[config.mk]
export PLATFORM = sky130hd
export DESIGN_NAME = huffman_decoder_canon
export DESIGN_NICKNAME = d
export VERILOG_FILES = /design/src/rtl/huffman_decoder_canon.sv
export SDC_FILE = /design/constraint.sdc
export NUM_CORES = 1
export LEC_CHECK = 0
export BUFFER_PORTS_ARGS = -buffer_cell sky130_fd_sc_hd__buf_2
export CAP_MARGIN = 20
export CORE_MARGIN = 2
export CORE_UTILIZATION = 30
export CTS_CLUSTER_SIZE = 14
export DETAILED_ROUTE_END_ITERATION = 6
export GPL_ROUTABILITY_DRIVEN = 0
export SLEW_MARGIN = 40
export SYNTH_ARGS = -nofsm -noshare
export SYNTH_HDL_FRONTEND = slang
export SYNTH_SLANG_ARGS = --single-unit
[constraint.sdc]
create_clock -name clk -period 3.5 [get_ports clk]
set_clock_uncertainty 0.05 [all_clocks]
set_input_delay 0 -clock clk [delete_from_list [all_inputs] [get_ports clk]]
set_output_delay 0 -clock clk [all_outputs]
set_load 0.02 [all_outputs]
[src/rtl/huffman_decoder_canon.sv]
`default_nettype none
// ============================================================================
// Module   : huffman_decoder_canon
// Brief    : Bit-serial canonical Huffman decoder with ready/valid handshakes.
//            Define HUFFDEC_CFG_EN for runtime-writable count/symbol tables.
// Revision : 1.0
// ============================================================================
module huffman_decoder_canon #(
    parameter int SYM_W   = 3,
    parameter int MAX_LEN = 4
) (
    input  logic             clk,
    input  logic             reset,
    input  logic             x,
    input  logic             x_valid,
    output logic             x_ready,
    output logic [SYM_W-1:0] y,
    output logic             y_valid,
    input  logic             y_ready,
    output logic             err,
    input  logic             cfg_we,
    input  logic             cfg_sel,
    input  logic [SYM_W-1:0] cfg_addr,
    input  logic [SYM_W:0]   cfg_data
);

    localparam int c_NSYM = 2 ** SYM_W;
    localparam int c_LW   = $clog2(MAX_LEN + 1);
    // Wide enough that first[] cannot wrap even for oversubscribed tables
    localparam int c_TW   = MAX_LEN + SYM_W + 3;

    function automatic logic [SYM_W:0] f_dflt_count(input int l);
        case (l)
            1:       return (SYM_W+1)'(1);
            3:       return (SYM_W+1)'(3);
            4:       return (SYM_W+1)'(2);
            default: return '0;
        endcase
    endfunction

    logic [SYM_W:0]     w_count [1:MAX_LEN];
    logic [SYM_W-1:0]   w_sym   [0:c_NSYM-1];
    logic [c_TW-1:0]    w_first [1:MAX_LEN];
    logic [c_TW-1:0]    w_base  [1:MAX_LEN];
    logic               w_cfg_wr;

    logic [MAX_LEN-2:0] r_code;
    logic [c_LW-1:0]    r_len;

    logic [MAX_LEN-1:0] w_code_next;
    logic [c_LW-1:0]    w_len_next;
    logic [c_TW-1:0]    w_code_ext;
    logic [c_TW-1:0]    w_sel_first;
    logic [c_TW-1:0]    w_sel_base;
    logic [SYM_W:0]     w_sel_count;
    logic [c_TW-1:0]    w_idx;
    logic               w_hit;
    logic               w_idx_bad;
    logic               w_full;
    logic               w_accept;

`ifdef HUFFDEC_CFG_EN
    logic [SYM_W:0]   r_count [1:MAX_LEN];
    logic [SYM_W-1:0] r_sym   [0:c_NSYM-1];

    always_ff @(posedge clk or negedge reset) begin
        if (!reset) begin
            for (int l = 1; l <= MAX_LEN; l++) r_count[l] <= f_dflt_count(l);
            for (int i = 0; i < c_NSYM; i++)   r_sym[i]   <= SYM_W'(i);
        end else if (cfg_we) begin
            if (cfg_sel) begin
                r_sym[cfg_addr] <= cfg_data[SYM_W-1:0];
            end else begin
                // Addresses 0 and above MAX_LEN match no entry and are dropped
                for (int l = 1; l <= MAX_LEN; l++) begin
                    if (cfg_addr == SYM_W'(l)) r_count[l] <= cfg_data;
                end
            end
        end
    end

    always_comb begin
        for (int l = 1; l <= MAX_LEN; l++) w_count[l] = r_count[l];
        for (int i = 0; i < c_NSYM; i++)   w_sym[i]   = r_sym[i];
    end

    assign w_cfg_wr = cfg_we;
`else
    logic w_unused_cfg;

    always_comb begin
        for (int l = 1; l <= MAX_LEN; l++) w_count[l] = f_dflt_count(l);
        for (int i = 0; i < c_NSYM; i++)   w_sym[i]   = SYM_W'(i);
    end

    assign w_cfg_wr     = 1'b0;
    assign w_unused_cfg = ^{cfg_we, cfg_sel, cfg_addr, cfg_data};
`endif

    always_comb begin
        w_first[1] = '0;
        w_base[1]  = '0;
        for (int l = 2; l <= MAX_LEN; l++) begin
            w_first[l] = (w_first[l-1] + c_TW'(w_count[l-1])) << 1;
            w_base[l]  = w_base[l-1] + c_TW'(w_count[l-1]);
        end
    end

    assign w_code_next = {r_code, x};
    assign w_len_next  = r_len + c_LW'(1);
    assign w_code_ext  = c_TW'(w_code_next);

    always_comb begin
        w_sel_first = '0;
        w_sel_base  = '0;
        w_sel_count = '0;
        for (int l = 1; l <= MAX_LEN; l++) begin
            if (w_len_next == c_LW'(l)) begin
                w_sel_first = w_first[l];
                w_sel_base  = w_base[l];
                w_sel_count = w_count[l];
            end
        end
    end

    assign w_hit     = (w_code_ext >= w_sel_first) &&
                       ((w_code_ext - w_sel_first) < c_TW'(w_sel_count));
    assign w_idx     = w_sel_base + w_code_ext - w_sel_first;
    assign w_idx_bad = (w_idx >= c_TW'(c_NSYM));
    assign w_full    = (w_len_next == c_LW'(MAX_LEN));

    assign x_ready  = !y_valid || y_ready;
    assign w_accept = x_valid && x_ready;

    always_ff @(posedge clk or negedge reset) begin
        if (!reset) begin
            y       <= '0;
            y_valid <= 1'b0;
            err     <= 1'b0;
            r_code  <= '0;
            r_len   <= '0;
        end else begin
            err <= 1'b0;
            if (y_valid && y_ready) y_valid <= 1'b0;

            // A table write invalidates any partially shifted code
            if (w_cfg_wr) begin
                r_code <= '0;
                r_len  <= '0;
            end else if (w_accept) begin
                if (w_hit && !w_idx_bad) begin
                    y       <= w_sym[w_idx[SYM_W-1:0]];
                    y_valid <= 1'b1;
                    r_code  <= '0;
                    r_len   <= '0;
                end else if (w_hit || w_full) begin
                    err    <= 1'b1;
                    r_code <= '0;
                    r_len  <= '0;
                end else begin
                    r_code <= w_code_next[MAX_LEN-2:0];
                    r_len  <= w_len_next;
                end
            end
        end
    end

endmodule
`default_nettype wire

==> run summary <==
Slack of the critical path -> 120 ps
Syn Area/Cell -> 10.5 um2
Final std cells w/o fill -> 157
Vias in the first global route -> 752
Core Area -> 0.00303 mm2
CP Capture Type -> flip-flop
R2R Setup Slk -> 120 ps
Global routing usage on met3 -> 0.649%
Period utilization -> 96.6%
DP HPWL -> 1500 um
DRC violations left -> 0
Critical path peak fanout -> 3
Total I/O pin count -> 20
DR vias/cell -> 4.69
PortBufs -> 10
Main synth FF type -> dfrtp_1
Initial Util -> 31.2%
Rows -> 20
Fin. Hold Viols -> 0
Post-layout nets -> 147
Max cap viols -> 0
Top cell type's share of synthesized area -> 29.2%
Syn Inst Count -> 90
DIE WIDTH -> 60.1 um
ANT cells -> 0
WHS -> 92.1 ps
WL final -> 1870 um
Commonest cells post-synth -> 16 x inv_1, 15 x ha_1, 11 x dfrtp_1
Worst Path Required -> 3590 ps
Post-synthesis cell area -> 943 um2
M1 GR Usage -> 15.0%
Share of layout cells above drive strength 1 -> 29.2%
CP max stage delay -> 470 ps
Worst-Margin Slew -> 656 ps
Post-synthesis sequential area ratio -> 29.2%
R2r worst-path depth -> 12
Routed vias -> 737
Leading cell types by total area after synthesis -> dfrtp_1 29%, ha_1 20%, fa_1 8.5%
Die area -> 0.00361 mm2
Global-route wire length before repair -> 3200 um
Crit path time final -> 3380 ps
Worst r2r src -> r_len[0]$_DFFE_PN0P_
Ys Warns -> 0
Peak Freq -> 296 MHz
Worst rel slew slack -> 55.9%
Outcome -> finished clean
H-tree depth -> 1
Yosys cell types -> 31
Post-DRT Antenna Nets -> 0
Grt met2 use -> 20.5%
Yosys reg bits -> 11
Synth area leader -> dfrtp_1
Clk buf depth -> 2
Syn nets -> 123
Crit path max-delay family -> adder cells
Drt first-iter violations -> 11
Initial antenna violation count -> 0
WP buf/inv -> 2
Later-pin clock latency in the skew report -> 260 ps
CP max stage cell -> fa_1
Pre-CTS setup slack -> -91.3 ps
EDFF count, synth -> 0
Total track usage -> 11.3%
RSZ-0062 raised after global routing -> false
Critical path arrival -> 3470 ps
Die Y -> 60.1 um
HP Class -> in2async
Clk slew on worst S/H paths -> 70 ps
CTS tree -> built
Reg2Reg Capture Point -> y[0]$_DFFE_PN0P_
Area Overhead vs Synth -> 26.8%
Fin area -> 0.00120 mm2
Final Max Tran Viols -> 0
DP Area -> 0.00109 mm2
Pre-Repair DR Iteration Count -> 4
Pin count of the biggest net entering global routing -> 12
Final setup vio count -> 0
Cells after DPL -> 149
Clock sinks -> 11
GR Overflow Total -> 0
Most common cell in the netlist -> inv_1
Crit path cell chain -> ha_2 -> ha_4 -> a31o_2 -> ha_1 -> inv_1 -> fa_1 -> inv_1 -> fa_1 -> or4b_4 -> a221oi_4 -> nand3_2 -> mux2_1
Async set-reset flop share out of synthesis -> 100%
GR peak layer -> met2
Critical Path Source Type -> flip-flop
WL/cell -> 11.9 um
CTS Buf Count -> 3
CTS root buf -> clkbuf_4
Worst setup path class -> reg2reg
-- final cells by class --
cell class                 count  area (um2)
timing repair buffer          19         125
fill                         311        1830
tap                           44        55.1
inverter                      16        60.1
clock buffer                   4        26.3
sequential                    11         275
multi-input combinational     63         654
-- metal layers --
layer | wire length, um | vias to the layer above
met1 | 865 | 366
met4 | 0 | 0
met3 | 33 | 0
li1 | - | 360
met2 | 966 | 11
met5 | 0 | -
-- worst reg2reg max path, cell delays in order, from the launching register on --
cell and delay [ps]:
dfrtp_1 410, ha_2 200, ha_4 230, a31o_2 210, ha_1 200, inv_1 80, fa_1 150, inv_1 50
fa_1 470, or4b_4 480, a221oi_4 250, nand3_2 160, mux2_1 330
-- per-stage QoR --
stage	TNS (ps)	utilization [%]
2_1_floorplan	0	-
3_3_place_gp	0	35.9
3_5_place_dp	-299	35.9
4_1_cts	0	38.6
5_1_grt	0	39.5
6_report	0	39.5
-- sequential cells by signal (all words and copies together) (netlist names) --
| signal | flops |
|---|---|
| y_valid | 1 |
| r_len | 3 |
| r_code | 3 |
| err | 1 |
| y | 3 |
-- worst max path at each step --
stage | slack (ps) | to | from | cells after the start
after global placement | 10 | y[0]$_DFFE_PN0P_ | r_len[0]$_DFFE_PN0P_ | 10
after detailed placement | -90 | y[2]$_DFFE_PN0P_ | r_len[0]$_DFFE_PN0P_ | 10
final | 120 | y[0]$_DFFE_PN0P_ | r_len[0]$_DFFE_PN0P_ | 12
after floorplan | 150 | y_valid$_DFF_PN0_ | r_len[0]$_DFFE_PN0P_ | 10
after global routing | 3 | y[0]$_DFFE_PN0P_ | r_len[0]$_DFFE_PN0P_ | 12
after CTS | 70 | y[2]$_DFFE_PN0P_ | r_len[0]$_DFFE_PN0P_ | 12
-- kinds of logic after synthesis --
logic type	synth area share (%)
multiplexers	4.64
adder cells (fa/ha/maj)	28.4
XOR/XNOR	0.929
AND/OR/NAND/NOR	15.5
buffers and inverters	6.37
AO/OA/AOI/OAI	15.0
flip-flops	29.2
-- timing repair --
action	4_1_cts	5_1_grt
setup endpoints to repair	4	5
gates resized for setup	3	6
pin swaps	1	2
hold endpoints to repair	13	0
buffers inserted	1	0
hold buffers	3	0
-- cell usage in the layout, fill, tap and decap left out, drive strengths merged --
cell type	n
nand3b	1
fa	4
nor3b	1
nor2	3
o21a	1
a31o	1
and4b	1
nand2	3
or4	1
o21ai	2
nand2b	4
buf	16
nor4	1
a221oi	2
nor2b	1
clkbuf	4
nand3	2
a2111o	1
mux2	3
or4b	1
nor3	4
a21oi	3
ha	15
inv	16
dfrtp	11
mux2i	1
a21bo	1
xnor2	1
dlygate4sd3	3
a22o	5
Power is not shown: default switching activity piles up to over one toggle a cycle in this logic, so the estimate is an artifact.
